**src/rtl/register_fd.sv**
```systemverilog
// IF/ID pipeline register with stall hold, bubble injection, a halt FSM that freezes
// fetch once HALT is in flight, and a saturating stall performance counter.
module register_fd #(
    parameter int unsigned       DATA_W    = 16,
    parameter logic [DATA_W-1:0] NOP_INSTR = 16'h0800,
    parameter logic [4:0]        HALT_OPC  = 5'b00000,
    parameter int unsigned       CNT_W     = 16
) (
    input  logic              clk,
    input  logic              rst,
    input  logic [DATA_W-1:0] instr,
    input  logic [DATA_W-1:0] pc,
    input  logic [DATA_W-1:0] PC_2,
    input  logic              imem_stall,
    input  logic              stall_D,
    input  logic              flush,
    input  logic              halt_retire,
    output logic [DATA_W-1:0] instr_q,
    output logic [DATA_W-1:0] pc_q,
    output logic [DATA_W-1:0] PC_2_q,
    output logic              valid_q,
    output logic              fetch_hold,
    output logic              halted,
    output logic [CNT_W-1:0]  stall_cnt
);

    typedef enum logic [1:0] {
        StRun     = 2'd0,
        StHalting = 2'd1,
        StHalted  = 2'd2
    } state_e;

    state_e state, state_next;

    logic is_halt_in;
    logic do_load;
    logic do_bubble;
    logic cnt_en;

    // A fetched HALT only counts when it is real this cycle (memory ready, not squashed).
    assign is_halt_in = (instr[DATA_W-1 -: 5] == HALT_OPC) && !imem_stall && !flush;

    assign do_bubble = !flush && !stall_D && (imem_stall || (state != StRun));
    assign do_load   = !flush && !stall_D && !imem_stall && (state == StRun);

    assign fetch_hold = stall_D || imem_stall || (state != StRun) || is_halt_in;
    assign halted     = (state == StHalted);
    assign cnt_en     = (stall_D || imem_stall) && (state != StHalted);

    always_ff @(posedge clk) begin
        if (rst) begin
            state <= StRun;
        end else begin
            state <= state_next;
        end
    end

    always_comb begin
        state_next = state;
        unique case (state)
            StRun: begin
                if (do_load && is_halt_in) begin
                    state_next = StHalting;
                end
            end
            StHalting: begin
                // Retirement proves the HALT was on the correct path, so it beats flush.
                if (halt_retire) begin
                    state_next = StHalted;
                end else if (flush) begin
                    state_next = StRun;
                end
            end
            StHalted: state_next = StHalted;
            default:  state_next = StRun;
        endcase
    end

    always_ff @(posedge clk) begin
        if (rst) begin
            instr_q <= NOP_INSTR;
            pc_q    <= '0;
            PC_2_q  <= '0;
            valid_q <= 1'b0;
        end else if (flush || do_bubble) begin
            instr_q <= NOP_INSTR;
            valid_q <= 1'b0;
        end else if (do_load) begin
            instr_q <= instr;
            pc_q    <= pc;
            PC_2_q  <= PC_2;
            valid_q <= 1'b1;
        end
    end

    always_ff @(posedge clk) begin
        if (rst) begin
            stall_cnt <= '0;
        end else if (cnt_en && (stall_cnt != '1)) begin
            stall_cnt <= stall_cnt + CNT_W'(1);
        end
    end

endmodule
```
**config.mk**
```make
export PLATFORM = sky130hd
export DESIGN_NAME = register_fd
export DESIGN_NICKNAME = d
export VERILOG_FILES = /design/src/rtl/register_fd.sv
export SDC_FILE = /design/constraint.sdc
export NUM_CORES = 1
export LEC_CHECK = 0
export ABC_AREA = 1
export CORE_UTILIZATION = 45
export DETAILED_ROUTE_END_ITERATION = 10
export PLACE_DENSITY = 0.85
export SLEW_MARGIN = 10
export SYNTH_ARGS = -nofsm -noshare
export SYNTH_HDL_FRONTEND = slang
export SYNTH_SLANG_ARGS = --single-unit
export TNS_END_PERCENT = 20
```
**constraint.sdc**
```tcl
create_clock -name clk -period 3.95 [get_ports clk]
set_input_delay 0.395 -clock clk [delete_from_list [all_inputs] [get_ports clk]]
set_output_delay 0.395 -clock clk [all_outputs]
set_load 0.01 [all_outputs]
```
# Word-level counts from Yosys, hierarchy flattened

Cells that the tools add are included.

Add/subtract/negate cells: 1
$mul: 0
Div/mod/pow operators: 0
Order comparisons: 0
Eq/ne operators: 6
Shift operators: 0
Multiplexer cells: 4
Bitwise gates (word level): 1
Reduce and logical (&&, ||, !) cells: 23

Operators by type and width:

| kind                    | number |
|---|---|
| $add A16 B1 Y16 const B | 1 |
| $ne A16 B16 Y1 const B  | 1 |
| $logic_and A1 B1 Y1     | 9 |
| $mux W2                 | 3 |
| $pmux W2 S3             | 1 |
| $logic_not A5 Y1        | 1 |
| $logic_or A1 B1 Y1      | 5 |
| $reduce_and A2 Y1       | 2 |
| $logic_not A1 Y1        | 3 |
| $ne A3 B3 Y1 const B    | 1 |
| $eq A2 B1 Y1 const B    | 1 |
| $eq A2 B2 Y1 const B    | 1 |
| $logic_not A2 Y1        | 1 |
| $ne A2 B1 Y1 const B    | 1 |
| $ne A2 B2 Y1 const B    | 1 |
| $reduce_bool A2 Y1      | 1 |
| $reduce_or A2 Y1        | 1 |
| $not A1 Y1              | 1 |

Bits in registers: 67
Latch bits: 0
RAM bits: 0
ROM bits: 0
Input port bits: 54
Output and inout bits: 67
Logic and storage cells: 41
Memories kept: 0

# Depth between registers and ports, before layout

Gate-level depths: netlist of the first run.

Depth after elaboration: 7
Depth in mapped cells: 9
Mapped depth without buffers: 9

# Least setup slack after synthesis of the first run

OpenSTA, ideal clock, no wires.

Path type: register -> register
Start: register stall_cnt[0]
End: register stall_cnt[5]
Library setup time: 0.140 ns
Arrival: 1.461 ns
Data required time: 3.810 ns
Path slack: 2.349 ns
Cell stages (with the launch flop): 10
Buffers on the path: 1
Clock period less this slack: 1.601 ns
Cells stage by stage: dfxtp_1 ha_1 nand3_2 inv_2 nand2_2 o21ai_4 inv_2 buf_6 nand2_1 a21oi_2

Cells in the longest elaborated chain, start to end: 2
Elaborated cells between the ends (all ways): 3
Classes of those cells: 1 x add/sub; 1 x eq/ne; 1 x reduce/logical

Ends and longest elaborated chain:

| item                                                    | RTL line | source |
|---|---|---|
| start: declaration                                      | 24       | `output logic [CNT_W-1:0] stall_cnt` |
| start signal: assignment                                | 100      | `stall_cnt <= stall_cnt + CNT_W'(1);` |
| branches (longest 2 deep; another with $add A16 B1 Y16) | --       |  |

Several ways; the timed one is not identified.
A chain may end at the register's enable or synchronous reset.

# Worst setup path after layout of the first run

Start: input port instr[15]
End: output port fetch_hold

Cells in the longest elaborated chain, start to end: 4

Ends and longest elaborated chain:

| item                             | RTL line | source |
|---|---|---|
| start: declaration               | 11       | `input logic [DATA_W-1:0] instr,` |
| $logic_not A5 Y1                 | 41       | `assign is_halt_in = (instr[DATA_W-1 -: 5] == HALT_OPC) && !imem_stall && !flush;` |
| $logic_and A1 B1 Y1 (2 in a row) | 41       |  |
| $logic_or A1 B1 Y1               | 46       | `assign fetch_hold = stall_D \|\| imem_stall \|\| (state != StRun) \|\| is_halt_in;` |
| end: declaration                 | 22       | `output logic fetch_hold,` |

Every way passes these cells.

==> metrics, run 1 <==
worst rel slew slack=46.72%; die height=80.96 um; Clk Latency, worst-skew pair=0.33 ns; placed inst area=4019 um^2; Final nets=553; Setup violations, final=0; Finished Layout Cells=578; Inst Count DP=562; synthesized flop and latch total=67; synthesized cell area=2805 um^2; CTS tree=done; Vias=2893; main flop type after synthesis=dfxtp_1; GP Congestion=0.8499; ANT nets after route=0; Final Hold Fails=0; Residual DRC=0; Hold Buf Count CTS=0; postcts setup bufs=0; Filler Cells Inserted=482; RSZ-0062 raised after global routing=false; Clock Tree Buf Depth=2; Slowest cell on crit path=clkdlybuf4s50_1; PortBufs=120; share of cells above drive strength 1=8.748%; Starting Density=47.10%; Placement Setup Slack=1.513 ns; Power Dens Cells=342.2 nW/um^2; routed len/inst=13.66 um; Post-Syn Instances=383; CP Max Fanout=2; WP data required=3.56 ns; Final Max Tran Viols=0; WS Path Type=input pin to primary output; synth unique cells=27; Vias per Instance=5.005; CTS HTree Levels=3; vias in the first global route=2706; worst-path cell chain=clkdlybuf4s50_1 > nor2_1 > nand2_1 > nor4_1 > nand3b_1 > clkdlybuf4s50_1; total track usage=24.68%; hpwl dp=5.491 mm; clk sinks=67; Core ar.=5956 um^2; Total Wirelength=7.897 mm; Crit path largest cell delay=0.53 ns; Worst setup SP type=input pin; number of core rows=28; max_cap viols=0; Setup crit end kind=primary output; die area=6554 um^2; DR iter-0 viols=106; setup TNS=0 ns; Seq/Total Area, Yosys=47.81%; fin util=71.11%; gr ovfl total=0; PostCTS Resize Cnt=0; initial antenna violation count=0; number of buffers created by CTS=9; EDFF count, synth=0; Antenna Cells=0; CP arrival=2.08 ns; Final WS setup=1.477 ns; Leak Pwr=0.001441 uW; Initial DRT Pass Iterations=4; status=finished, final reports clean; crit-path most repeated cell=clkdlybuf4s50_1; CTS root buf=clkbuf_8; syn_nets=438; Finished Cell Area=4235 um^2; Die X-Extent=80.96 um; Hold WC Path Type=flop to flop; Avg Cell Area, Syn=7.324 um^2; Slew @ Worst Pin=0.7981 ns; Peak VDD IR=268.6 uV; area delta synth->final=50.98%; final cycle utilization of the critical path=62.60%; clk_skew=0.006368 ns; largest net degree at the start of global routing=50; Syn. warnings=0; Tmin final=2.473 ns; Clock transition at path regs=0.07 ns; IO Count=121; Peak Freq=404.4 MHz; first-pass GRT wire length=12.30 mm; async set or reset register ratio after synthesis=0%
-- sequential cells by signal (all words and copies together), names as in the netlist --
register   cells
pc_q          16
stall_cnt     16
valid_q        1
instr_q       16
state          2
PC_2_q        16
-- synthesized netlist by cell type, types with 2 or more instances --
master / n / area [um^2]
xnor2_1: 4 / 35.03
nor2_4: 2 / 22.52
nand3_1: 9 / 45.04
buf_4: 2 / 15.01
inv_2: 3 / 11.26
inv_1: 14 / 52.55
xor2_1: 2 / 17.52
nor2_1: 25 / 93.84
o21ai_0: 4 / 20.02
a21oi_1: 55 / 275.3
buf_2: 5 / 25.02
clkbuf_1: 9 / 33.78
buf_6: 2 / 22.52
a21oi_2: 10 / 87.58
nand4_1: 4 / 25.02
nand2_2: 6 / 37.54
dfxtp_1: 67 / 1341
nand2_1: 151 / 566.8
-- path summary, 6_finish.rpt --
check | start | to | slack [ns] | cells after the start
worst min register to register | valid_q | valid_q | 0.46 | 2
worst max-delay path | instr[15] | fetch_hold | 1.48 | 6
worst min-delay path | valid_q | valid_q | 0.46 | 2
worst max register to register | stall_cnt[0] | stall_cnt[3] | 1.97 | 8
-- per-layer routing --
| layer | vias up | track usage, % | wire length (um) |
|---|---|---|---|
| met5 | - | 0 | 0 |
| met4 | 0 | 10.71 | 76 |
| met3 | 6 | 5.955 | 692 |
| met2 | 121 | 43.19 | 3785 |
| met1 | 1311 | 28.43 | 3343 |
| li1 | 1455 | - | - |
-- area by class of cell --
type | count | area, um^2 | share of cell area (%)
sequential | 67 | 1341 | 31.67
multi-input combinational | 281 | 1313 | 30.99
timing repair buffer | 122 | 1211 | 28.60
clock buffer | 12 | 165.2 | 3.900
tap | 75 | 93.84 | 2.216
inverter | 17 | 63.81 | 1.507
clock inverter | 4 | 47.55 | 1.123
-- power breakdown --
part           leakage, uW  internal (uW)  switching (uW)  total [uW]
Clock             0.000108            341             252         594
Combinational     0.000790           86.7            67.9         155
Sequential        0.000543            691            10.6         701
-- layout by cell type, fill, tap and decap left out, drive strengths merged, types with 3 or more instances in the layout --
cell type        n
buf              3
dfxtp           67
inv             17
o21ai            6
clkdlybuf4s50  119
clkbuf          12
nor2            27
a21oi           65
xnor2            4
nand3           10
nand2          157
nand4            4
-- through the flow --
| stage | power [uW] | hold slack (ns) |
|---|---|---|
| 6_report | 1449 | 0.4583 |
| 5_1_grt | 1507 | 0.4859 |
| 4_1_cts | 1462 | 0.4596 |
| 3_5_place_dp | 870.0 | 0.4489 |
| 3_3_place_gp | 867.6 | 0.4334 |
| 2_1_floorplan | 774.5 | 0.4696 |
-- logic make-up after synthesis --
kind of cell | count (synthesis) | share of synthesized area (%)
simple gates | 202 | 29.48
flops | 67 | 47.81
xor+xnor | 6 | 1.873
buf+inv | 35 | 5.709
fa+ha+maj | 1 | 0.4460
compound gates | 72 | 14.67
-- critical path, delay by kind of cell --
kind / cells / cell delay [ns]
buf+inv: 2 / 0.98
simple gates: 4 / 0.70
Note: power is estimated with default switching activity, not from simulation.
==> run 2, diff against run 1 <==
Settings changed: CORE_UTILIZATION 45 to 42, PLACE_DENSITY 0.85 to 0.8.
Clock period 3.95 ns to 2.6 ns, I/O delays scaled along.
==> metrics, run 2 (synthesis results as in run 1) <==
PostCTS Resize Cnt=0 (unchanged); die area=7010 um^2 (was 6554 um^2); Filler Cells Inserted=557 (was 482); CTS tree=done (unchanged); Vias=2874 (was 2893); Setup crit end kind=primary output (unchanged); CP arrival=1.81 ns (was 2.08 ns); worst hold margin=0.4516 ns (was 0.4583 ns); max_cap viols=0 (unchanged); Inst Count DP=567 (was 562); Placement Setup Slack=0.5351 ns (was 1.513 ns); Clock Tree Buf Depth=2 (unchanged); Residual DRC=0 (unchanged); Hold Buf Count CTS=0 (unchanged); Power Dens Cells=517.4 nW/um^2 (was 342.2 nW/um^2); worst hold path depth=2 (unchanged); Clock transition at path regs=0.07 ns (about the same); crit-path most repeated cell=clkdlybuf4s50_1 (unchanged); WP data required=2.34 ns (was 3.56 ns); Psw=506.4 uW (was 330.9 uW); fin util=66.85% (was 71.11%); IO Count=121 (unchanged); Leak Pwr=0.001457 uW (was 0.001441 uW); Sequential Area=1341 um^2 (unchanged); gr ovfl total=0 (unchanged); multi-input logic area=1309 um^2 (was 1313 um^2); Peak Freq=483.1 MHz; area delta synth->final=52.19% (was 50.98%); Antenna Cells=0 (unchanged); Die X-Extent=83.73 um (was 80.96 um); sw frac=22.93% (was 22.83%); GP Congestion=0.8868 (was 0.8499); Total Wirelength=7.628 mm (was 7.897 mm); PortBufs=120 (unchanged); clk sinks=67 (unchanged); sequential power share=48.2% (was 48.4%); largest net degree at the start of global routing=50 (unchanged); die height=83.73 um (was 80.96 um); Final Max Tran Viols=0 (unchanged); Slowest cell on crit path=clkdlybuf4s50_1 (unchanged); Final Hold Fails=0 (unchanged); routed len/inst=13.08 um (was 13.66 um); status=finished, final reports clean (unchanged); share of cells above drive strength 1=9.091% (was 8.748%); WS Path Type=input pin to primary output (unchanged); Initial DRT Pass Iterations=4 (unchanged); worst rel slew slack=41.85% (was 46.72%); Setup violations, final=0 (unchanged); number of buffers created by CTS=9 (unchanged); vias in the first global route=2614 (was 2706); Clk pwr share=41.0% (about the same); final cycle utilization of the critical path=79.62%; number of core rows=29 (was 28); Slew @ Worst Pin=0.8723 ns (was 0.7981 ns); postcts setup bufs=0 (unchanged); CTS root buf=clkbuf_8 (unchanged); CTS HTree Levels=3 (unchanged); hpwl dp=5.242 mm (was 5.491 mm); Worst setup SP type=input pin (unchanged); Final nets=556 (was 553); worst-path cell chain=clkdlybuf4s50_1 > nor2_1 > nand2_1 > nor4_1 > nand3b_1 > clkdlybuf4s50_1 (unchanged); clk_skew=0.006200 ns (was 0.006368 ns); most frequent cells in the layout=151 x nand2_1, 119 x clkdlybuf4s50_1, 67 x dfxtp_1 (unchanged); Final WS setup=0.5299 ns (was 1.477 ns); Finished Layout Cells=583 (was 578); Core ar.=6386 um^2 (was 5956 um^2); R2R depth=8 (unchanged); Vias per Instance=4.930 (was 5.005); Crit path largest cell delay=0.53 ns (about the same); DR iter-0 viols=96 (was 106); RSZ-0062 raised after global routing=false (unchanged); CP Max Fanout=2 (unchanged); Hold WC Path Type=flop to flop (unchanged); initial antenna violation count=0 (unchanged); Starting Density=43.93% (was 47.10%); Tmin final=2.070 ns; first-pass GRT wire length=12.60 mm (was 12.30 mm); ANT nets after route=0 (unchanged); combinational share of power=10.8% (was 10.7%); Clk Latency, worst-skew pair=0.33 ns (about the same); Peak VDD IR=298.4 uV (was 268.6 uV); total track usage=22.34% (was 24.68%); Pint=1703 uW (was 1118 uW); setup TNS=0 ns (unchanged); most common cell after layout, fill and taps aside=nand2_1 (unchanged)
run 2: path summary, 6_finish.rpt:
check / startpoint / endpoint / slack, ns
max: instr[15] / fetch_hold / 0.53
min: instr_q[11] / instr_q[11] / 0.45
max reg2reg: stall_cnt[0] / stall_cnt[4] / 0.59
min reg2reg: instr_q[11] / instr_q[11] / 0.45
run 2: cell type report:
| type | count | area share [%] |
|---|---|---|
| timing repair buffer | 125 | 29.19 |
| tap | 77 | 2.257 |
| sequential | 67 | 31.42 |
| clock buffer | 12 | 3.869 |
| inverter | 17 | 1.495 |
| clock inverter | 4 | 1.114 |
| multi-input combinational | 281 | 30.66 |
run 2: per-layer routing:
| layer | GRT usage [%] | share of wire (%) | routed length [um] | up-vias |
|---|---|---|---|---|
| met4 | 8.783 | 1.4 | 106 | 0 |
| li1 | - | - | - | 1454 |
| met1 | 29.52 | 47 | 3564 | 1311 |
| met3 | 3.858 | 6.0 | 459 | 10 |
| met2 | 36.29 | 46 | 3498 | 99 |
| met5 | 0 | 0 | 0 | - |
run 2: through the flow:
stage,total power (uW),area [um^2]
finish,2209,4269
global route,2312,4269
CTS,2234,4269
detailed placement,1327,4056
global placement,1323,4056
floorplan,1177,2805
run 2: worst max-delay path, delay by kind of cell:
kind	cells	cell delay, ns
buffers and inverters	2	0.97
and+or+nand+nor	4	0.57
run 2: power groups by stage:
stage | logic [uW] | clock network (uW) | registers (uW)
6_report | 239 | 905 | 1070
3_5_place_dp | 239 | 0 | 1090
2_1_floorplan | 78.5 | 0 | 1100
4_1_cts | 240 | 929 | 1060
3_3_place_gp | 236 | 0 | 1090
5_1_grt | 257 | 986 | 1070
==> run 3, diff against run 2 <==
Clock period 2.6 ns to 2.06 ns, I/O delays scaled along.
==> metrics, run 3 (synthesis results as in run 1) <==
Clk Latency, worst-skew pair=0.33 ns (about the same); Antenna Cells=0 (unchanged); Peak VDD IR=412.3 uV (was 298.4 uV); Core ar.=6386 um^2 (unchanged); Leak Pwr=0.001473 uW (was 0.001457 uW); Clock Tree Buf Depth=2 (unchanged); CP Max Fanout=3 (was 2); Setup violations, final=0 (unchanged); die height=83.73 um (unchanged); CTS tree=done (unchanged); vias in the first global route=2715 (was 2614); Worst setup SP type=input pin (unchanged); Power Dens Cells=637.9 nW/um^2 (was 517.4 nW/um^2); routed len/inst=13.02 um (was 13.08 um); postcts setup bufs=0 (unchanged); clk_skew=0.005127 ns (was 0.006200 ns); Peak Freq=517.0 MHz; WP data required=1.85 ns (was 2.34 ns); Final Hold Fails=0 (unchanged); Inst Count DP=571 (was 567); Setup crit end kind=primary output (unchanged); final cycle utilization of the critical path=93.89%; Tmin final=1.934 ns; worst rel slew slack=74.32% (was 41.85%); Total Wirelength=7.631 mm (was 7.628 mm); Clock transition at path regs=0.07 ns (about the same); die area=7010 um^2 (unchanged); CP arrival=1.73 ns (was 1.81 ns); most frequent cells in the layout=151 x nand2_1, 119 x clkdlybuf4s50_1, 67 x dfxtp_1 (unchanged); Placement Setup Slack=0.04894 ns (was 0.5351 ns); Die X-Extent=83.73 um (unchanged); most common cell after layout, fill and taps aside=nand2_1 (unchanged); Vias=2920 (was 2874); Final Max Tran Viols=0 (unchanged); Residual DRC=0 (unchanged); Final WS setup=0.1258 ns (was 0.5299 ns); number of buffers created by CTS=9 (unchanged); Vias per Instance=4.983 (was 4.930); largest net degree at the start of global routing=37 (was 50); PortBufs=120 (unchanged); status=finished, final reports clean (unchanged); gr ovfl total=0 (unchanged); Hold WC Path Type=input pin to flop (was flop to flop); max_cap viols=0 (unchanged); RSZ-0062 raised after global routing=false (unchanged); initial antenna violation count=0 (unchanged); WS Path Type=input pin to primary output (unchanged); worst hold margin=0.2837 ns (was 0.4516 ns); PostCTS Resize Cnt=0 (unchanged); total track usage=22.61% (was 22.34%); CTS root buf=clkbuf_8 (unchanged); Starting Density=43.93% (unchanged); number of core rows=29 (unchanged); GP Congestion=0.8787 (was 0.8868); clk sinks=67 (unchanged); DR iter-0 viols=116 (was 96); CTS HTree Levels=3 (unchanged); Hold Buf Count CTS=0 (unchanged); Finished Layout Cells=586 (was 583); IO Count=121 (unchanged); ANT nets after route=0 (unchanged); Final nets=560 (was 556); setup TNS=0 ns (unchanged); share of cells above drive strength 1=9.430% (was 9.091%); first-pass GRT wire length=12.84 mm (was 12.60 mm); Slew @ Worst Pin=0.3852 ns (was 0.8723 ns); area delta synth->final=53.26% (was 52.19%); hpwl dp=5.401 mm (was 5.242 mm); Filler Cells Inserted=529 (was 557); Initial DRT Pass Iterations=5 (was 4)
[run 3: changes by cell type in the layout (fill, tap and decap cells not counted), sizes merged]
cell,delta
clkbuf,+1
clkinv,-1
clkinvlp,-1
buf,+4
[run 3: metal layers]
| metal | global-route usage [%] | part of all wire, % |
|---|---|---|
| met4 | 8.937 | 1.8 |
| met5 | 0 | 0 |
| met3 | 4.253 | 7.3 |
| met1 | 29.78 | 45 |
| met2 | 36.51 | 46 |
[run 3: final timing paths]
check / startpoint / endpoint / slack, ns / cells after the start
max reg2reg: stall_cnt[1] / stall_cnt[11] / 0.30 / 8
min reg2reg: valid_q / valid_q / 0.45 / 2
max: imem_stall / fetch_hold / 0.13 / 6
min: rst / pc_q[9] / 0.28 / 2
[run 3: cell type report]
type	instances	area, um^2	share of cell area [%]
tap	77	96.34	2.241
clock buffer	13	158.9	3.696
sequential	67	1341	31.20
inverter	17	63.81	1.484
timing repair buffer	129	1289	29.98
multi-input combinational	281	1315	30.59
clock inverter	2	35.03	0.8149
[run 3: report_power, final]
group          switching (uW)  leakage (uW)  internal (uW)  total, uW
registers                18.1      0.000543           1320       1340
clock network             469     0.0000995            618       1090
logic                     134      0.000831            179        313
total                     621       0.00147           2120       2740
[run 3: critical path, stage by stage]
cell and delay [ns]:
clkdlybuf4s50_1 0.46, nor2_1 0.11, nand2_1 0.07, nor4_2 0.20
nand3b_1 0.15, clkdlybuf4s50_1 0.54
[run 3: per-stage QoR]
step | power (uW) | cell area (um^2) | util, %
after floorplan | 1485 | 2805 | -
after global placement | 1680 | 4099 | 64.19
after detailed placement | 1683 | 4099 | 64.19
after CTS | 2771 | 4293 | 67.22
after global routing | 2854 | 4299 | 67.32
final | 2743 | 4299 | 67.32
